**config.mk**
```make
export PLATFORM = sky130hd
export DESIGN_NAME = fifo_wr_arbiter
export DESIGN_NICKNAME = d
export VERILOG_FILES = /design/src/rtl/fifo_wr_arbiter.sv
export SDC_FILE = /design/constraint.sdc
export NUM_CORES = 1
export LEC_CHECK = 0
export ABC_CLOCK_PERIOD_IN_PS = 1600
export BUFFER_PORTS_ARGS = -buffer_cell sky130_fd_sc_hd__buf_2
export CAP_MARGIN = 20
export CORE_MARGIN = 4
export CORE_UTILIZATION = 25
export CTS_BUF_LIST = sky130_fd_sc_hd__clkbuf_2 sky130_fd_sc_hd__clkbuf_4 sky130_fd_sc_hd__clkbuf_8
export DETAILED_ROUTE_END_ITERATION = 12
export HOLD_SLACK_MARGIN = 0.1
export PLACE_DENSITY = 0.52
export SETUP_SLACK_MARGIN = 0.15
export SLEW_MARGIN = 20
export SYNTH_ARGS = -nofsm -noshare
export SYNTH_HDL_FRONTEND = slang
export SYNTH_SLANG_ARGS = --single-unit
```
**constraint.sdc**
```tcl
create_clock -name clk -period 1.6 [get_ports clk]
set_input_delay 0 -clock clk [delete_from_list [all_inputs] [get_ports clk]]
set_output_delay 0 -clock clk [all_outputs]
set_load 0.02 [all_outputs]
```
**src/rtl/fifo_wr_arbiter.sv**
```systemverilog
// Round-robin arbiter sharing one FIFO write port among NREQ valid/ready producers.
// Optional multi-beat grants are enabled with the FIFO_ARB_BURST_EN macro.
module fifo_wr_arbiter #(
  parameter int NREQ      = 4,
  parameter int DW        = 8,
  parameter int DEPTH     = 8,
  parameter int CW        = 4,
  parameter int BURST_LEN = 4
) (
  input  logic                 clk,
  input  logic                 rst,
  input  logic [NREQ-1:0]      req,
  input  logic [NREQ*DW-1:0]   req_data,
  output logic [NREQ-1:0]      ack,
  output logic [NREQ-1:0]      grant,
  output logic                 fifo_wr,
  output logic [DW-1:0]        fifo_din,
  input  logic                 fifo_full,
  input  logic [CW-1:0]        fifo_cnt,
  output logic                 arb_state
);

  // Handshake: a word moves at a posedge where req[i] & ack[i]; ack is
  // combinational and only the owner can see it, and only when the FIFO has room.
  localparam int IW = (NREQ > 1) ? $clog2(NREQ) : 1;
  localparam int SW = CW + 1;
  localparam logic [SW-1:0] DEPTH_W = SW'(DEPTH);

  typedef enum logic {IDLE = 1'b0, GRANT = 1'b1} state_t;

  state_t         state, state_nxt;
  logic [IW-1:0]  owner, rr, winner;
  logic           any_req, found, space, owner_req, xfer, last_beat, release_now;

`ifdef FIFO_ARB_BURST_EN
  localparam int BW = $clog2(BURST_LEN + 1);
  logic [BW-1:0]  beat;
  assign last_beat = (beat == BW'(BURST_LEN - 1));
`else
  localparam int UNUSED_BURST_LEN = BURST_LEN;
  assign last_beat = 1'b1;
`endif

  assign arb_state = state;

  // The in-flight write is counted; reads that free space are not anticipated.
  assign space = !fifo_full && (({1'b0, fifo_cnt} + SW'(fifo_wr)) < DEPTH_W);

  assign any_req     = |req;
  assign owner_req   = req[owner];
  assign xfer        = (state == GRANT) && owner_req && space;
  assign release_now = (state == GRANT) && (xfer ? last_beat : !owner_req);

  always_comb begin
    winner = '0;
    found  = 1'b0;
    for (int i = 0; i < NREQ; i++) begin
      if (!found && req[IW'((int'(rr) + i) % NREQ)]) begin
        winner = IW'((int'(rr) + i) % NREQ);
        found  = 1'b1;
      end
    end
  end

  always_comb begin
    state_nxt = state;
    ack       = '0;
    case (state)
      IDLE:  if (any_req) state_nxt = GRANT;
      GRANT: begin
        ack[owner] = owner_req & space;
        if (release_now) state_nxt = IDLE;
      end
      default: state_nxt = IDLE;
    endcase
  end

  always_ff @(posedge clk or negedge rst) begin
    if (!rst) state <= IDLE;
    else      state <= state_nxt;
  end

  always_ff @(posedge clk or negedge rst) begin
    if (!rst) begin
      grant    <= '0;
      owner    <= '0;
      rr       <= '0;
      fifo_wr  <= 1'b0;
      fifo_din <= '0;
    end else begin
      fifo_wr <= xfer;
      if (xfer) fifo_din <= req_data[int'(owner)*DW +: DW];
      if (state == IDLE && any_req) begin
        owner <= winner;
        grant <= {{(NREQ-1){1'b0}}, 1'b1} << winner;
      end else if (release_now) begin
        grant <= '0;
        rr    <= (int'(owner) == NREQ - 1) ? '0 : owner + 1'b1;
      end
    end
  end

`ifdef FIFO_ARB_BURST_EN
  always_ff @(posedge clk or negedge rst) begin
    if (!rst)                        beat <= '0;
    else if (state == IDLE)          beat <= '0;
    else if (xfer && !release_now)   beat <= beat + 1'b1;
  end
`endif

endmodule

```
==> reports/qor.txt <==
Status - complete, but fails checks
Failing checks - setup timing
Row count - 23
Static Leak - 0.840 nW
Slowest cell on crit path - mux4_2
Worst setup path start - owner[0]
Most common cell after layout, fill and taps aside - buf_2
Hold Vio Cnt, Final - 0
Max Fclk - 589 MHz
Clk slew on worst S/H paths - 0.07 ns
Share of layout cells above drive strength 1 - 63.9%
Core Box Area - 4140 µm²
WP data arrival - 1.83 ns
Mapped Cells - 84
Setup crit start kind - flip-flop
Num CTS Buffers - 3
DR WL/cell - 14.5 µm
Worst hold slack - 0.196 ns
Global-route wire length before repair - 4710 µm
CTS H-tree lvls - 1
Crit path max-delay family - multiplexers
Layout overhead on the synthesized area - 51.9%
Pwr Total - 2.84 mW
Worst path bufs/invs - 2
Number of max-cap violations - 0
WS Path Type - flip-flop to flip-flop
Remaining Overflow, GRT - 0
Starting Density - 26.8%
Gp weighted congestion - 0.674
Largest net degree at the start of global routing - 19
RSZ-0062 raised after global routing - yes
Synthesized area per cell - 13.2 µm²
Drt via density - 4.68
1st-iter DRT viols - 18
Final max-slew violation count - 0
Critical Path End Type - flip-flop
Syn_nets - 131
Skew-Pair Late Insertion Delay - 0.25 ns
HP Class - primary input to flip-flop
Final period utilization - 106%
Slowest cell delay on critical path - 0.53 ns
Pwr Density - 1680 nW/µm²
TritonCTS clock tree - yes
Cells on worst reg2reg path - 6
Routed Antenna Nets - 0
Tightest Pin Transition - 0.528 ns
Worst path depth - 6
Sequential share of the synthesized area - 40.5%
CP Capture Point - fifo_din[5]
Critical path, cell by cell - mux4_2 -> nand2_2 -> nor2_4 -> buf_12 -> buf_6 -> mux2_4
Setup slack, reg-to-reg - -0.1 ns
Netlist Area Pre-Place - 1110 µm²
Clock Sink Count - 18
Vias in the first global route - 1022
Fillcell total - 429
DR vias - 974
Port bufs - 60
# IOs - 61
Reg-to-Reg Start - owner[0]
Setup_tns - -1.13 ns
Initial antenna violation count - 0
Clk_skew - 0.00261 ns
Most frequent cells in the layout - 56 x buf_2, 18 x dfrtp_1, 9 x mux4_2, 7 x mux2_4, 7 x buf_6
Clk buf depth - 2
N_diodes - 0
Post-route DRC violation count - 0
Worst Setup Slack, final - -0.0970 ns
Peak supply drop - 0.000610 V
Max Fanout on Critical Path - 8
Synth cell types - 29
Post-Route WL - 3020 µm
Worst rel slew slack - 64.5%
Final min period - 1.70 ns
Chip height - 74.7 µm
GR Util All Layers - 10.9%
Crit path required time - 1.73 ns
DP Wirelength - 2430 µm
1st-pass router iterations - 4
Post-layout net count - 206
Die area - 5580 µm²
CTS root buffer - clkbuf_8
Die width - 74.7 µm
Yosys warns - 0
Setup violations, final - 13
Reg-to-Reg End - fifo_din[5]
Seq cells post-synth - 18
-- registers in the layout, indices dropped and copies added, names as in the netlist --
name / cells
fifo_din: 8
grant: 4
owner: 2
rr: 2
arb_state: 1
fifo_wr: 1
-- worst register-to-register path, delay by kind of cell, from the launching register on --
| kind | cells | cell delay, ns |
|---|---|---|
| simple gates | 2 | 0.16 |
| flops | 1 | 0.37 |
| buf+inv | 2 | 0.25 |
| mux | 2 | 0.81 |
-- cell families (layout without fill, tap and decap cells) --
logic type	count (synthesis)	count (layout)	synth area share, %
fa+ha+maj	4	4	4.50
buf+inv	6	80	2.81
flops	18	18	40.5
simple gates	21	21	11.0
mux	20	20	30.9
compound gates	15	15	10.2
-- layer usage --
layer | up-vias | global-route usage [%] | routed length, µm
met3 | 4 | 1.74 | 198
met1 | 470 | 13.7 | 1280
met2 | 34 | 19.0 | 1510
li1 | 466 | - | -
met5 | - | 0 | 0
met4 | 0 | 3.56 | 40
-- Yosys cell counts --
| master | n | area [µm²] |
|---|---|---|
| o21bai_1 | 1 | 7.51 |
| and4_1 | 1 | 8.76 |
| nand2_1 | 5 | 18.8 |
| a21boi_2 | 1 | 11.3 |
| nor3b_1 | 1 | 7.51 |
| nor2_1 | 3 | 11.3 |
| mux2i_1 | 1 | 10.0 |
| nor2_4 | 1 | 11.3 |
| nand2b_1 | 2 | 12.5 |
| a32o_1 | 2 | 20.0 |
| o211ai_1 | 1 | 7.51 |
| inv_1 | 3 | 11.3 |
| mux2_2 | 5 | 56.3 |
| buf_6 | 1 | 11.3 |
| ha_1 | 4 | 50.1 |
| o21ai_0 | 3 | 15.0 |
| nand2_2 | 1 | 6.26 |
| nor3_1 | 2 | 10.0 |
| a211oi_1 | 1 | 7.51 |
| mux2_4 | 5 | 75.1 |
| or3_4 | 1 | 11.3 |
| dfrtp_1 | 18 | 450 |
| clkbuf_1 | 1 | 3.75 |
| mux4_2 | 9 | 203 |
| o22ai_1 | 2 | 12.5 |
| a21o_1 | 3 | 22.5 |
| o211a_1 | 1 | 10.0 |
| buf_2 | 1 | 5.00 |
| and2_1 | 4 | 25.0 |
-- layout make-up --
| class | instances | area [µm²] | share of cell area, % |
|---|---|---|---|
| Tap cell | 50 | 62.6 | 3.70 |
| Clock buffer | 4 | 55.1 | 3.26 |
| Inverter | 3 | 11.3 | 0.667 |
| Timing Repair Buffer | 73 | 454 | 26.9 |
| Sequential cell | 18 | 450 | 26.7 |
| Multi-Input combinational cell | 60 | 656 | 38.8 |
-- through the flow --
stage               utilization (%)  worst slack [ns]  cell area [µm²]  std cells
finish                         40.8           -0.0970             1690        208
detailed placement             36.4           -0.0377             1510        195
global route                   40.8            -0.173             1690        208
floorplan                         -           -0.0763             1120         84
CTS                            40.6            -0.122             1680        207
global placement               36.4           0.00226             1510        195
-- how the worst min path moves through the flow --
stage                  from     endpoint  slack [ns]  cells after the start
3_5_place_dp            rst     grant[0]       -0.05                      1
4_1_cts        req_data[28]  fifo_din[4]        0.19                      3
2_1_floorplan           rst    arb_state       -0.30                      0
5_1_grt         req_data[4]  fifo_din[4]        0.19                      3
3_3_place_gp            rst     grant[0]       -0.06                      1
6_report       req_data[20]  fifo_din[4]        0.20                      3
-- repair_timing --
| action | in CTS | in global routing |
|---|---|---|
| resized for setup | 17 | 0 |
| setup endpoints to repair | 18 | 20 |
| pin swaps | 5 | 4 |
| hold buffers | 3 | 0 |
| hold endpoints to repair | 19 | 0 |
| buffers inserted | 5 | 1 |
-- power breakdown --
| group | switching, mW | internal (mW) | leakage (nW) | total [mW] |
|---|---|---|---|---|
| combinational | 0.781 | 0.860 | 0.589 | 1.64 |
| sequential | 0.167 | 0.671 | 0.222 | 0.838 |
| clock | 0.142 | 0.218 | 0.0288 | 0.360 |
(Power assumes the default switching activity.)
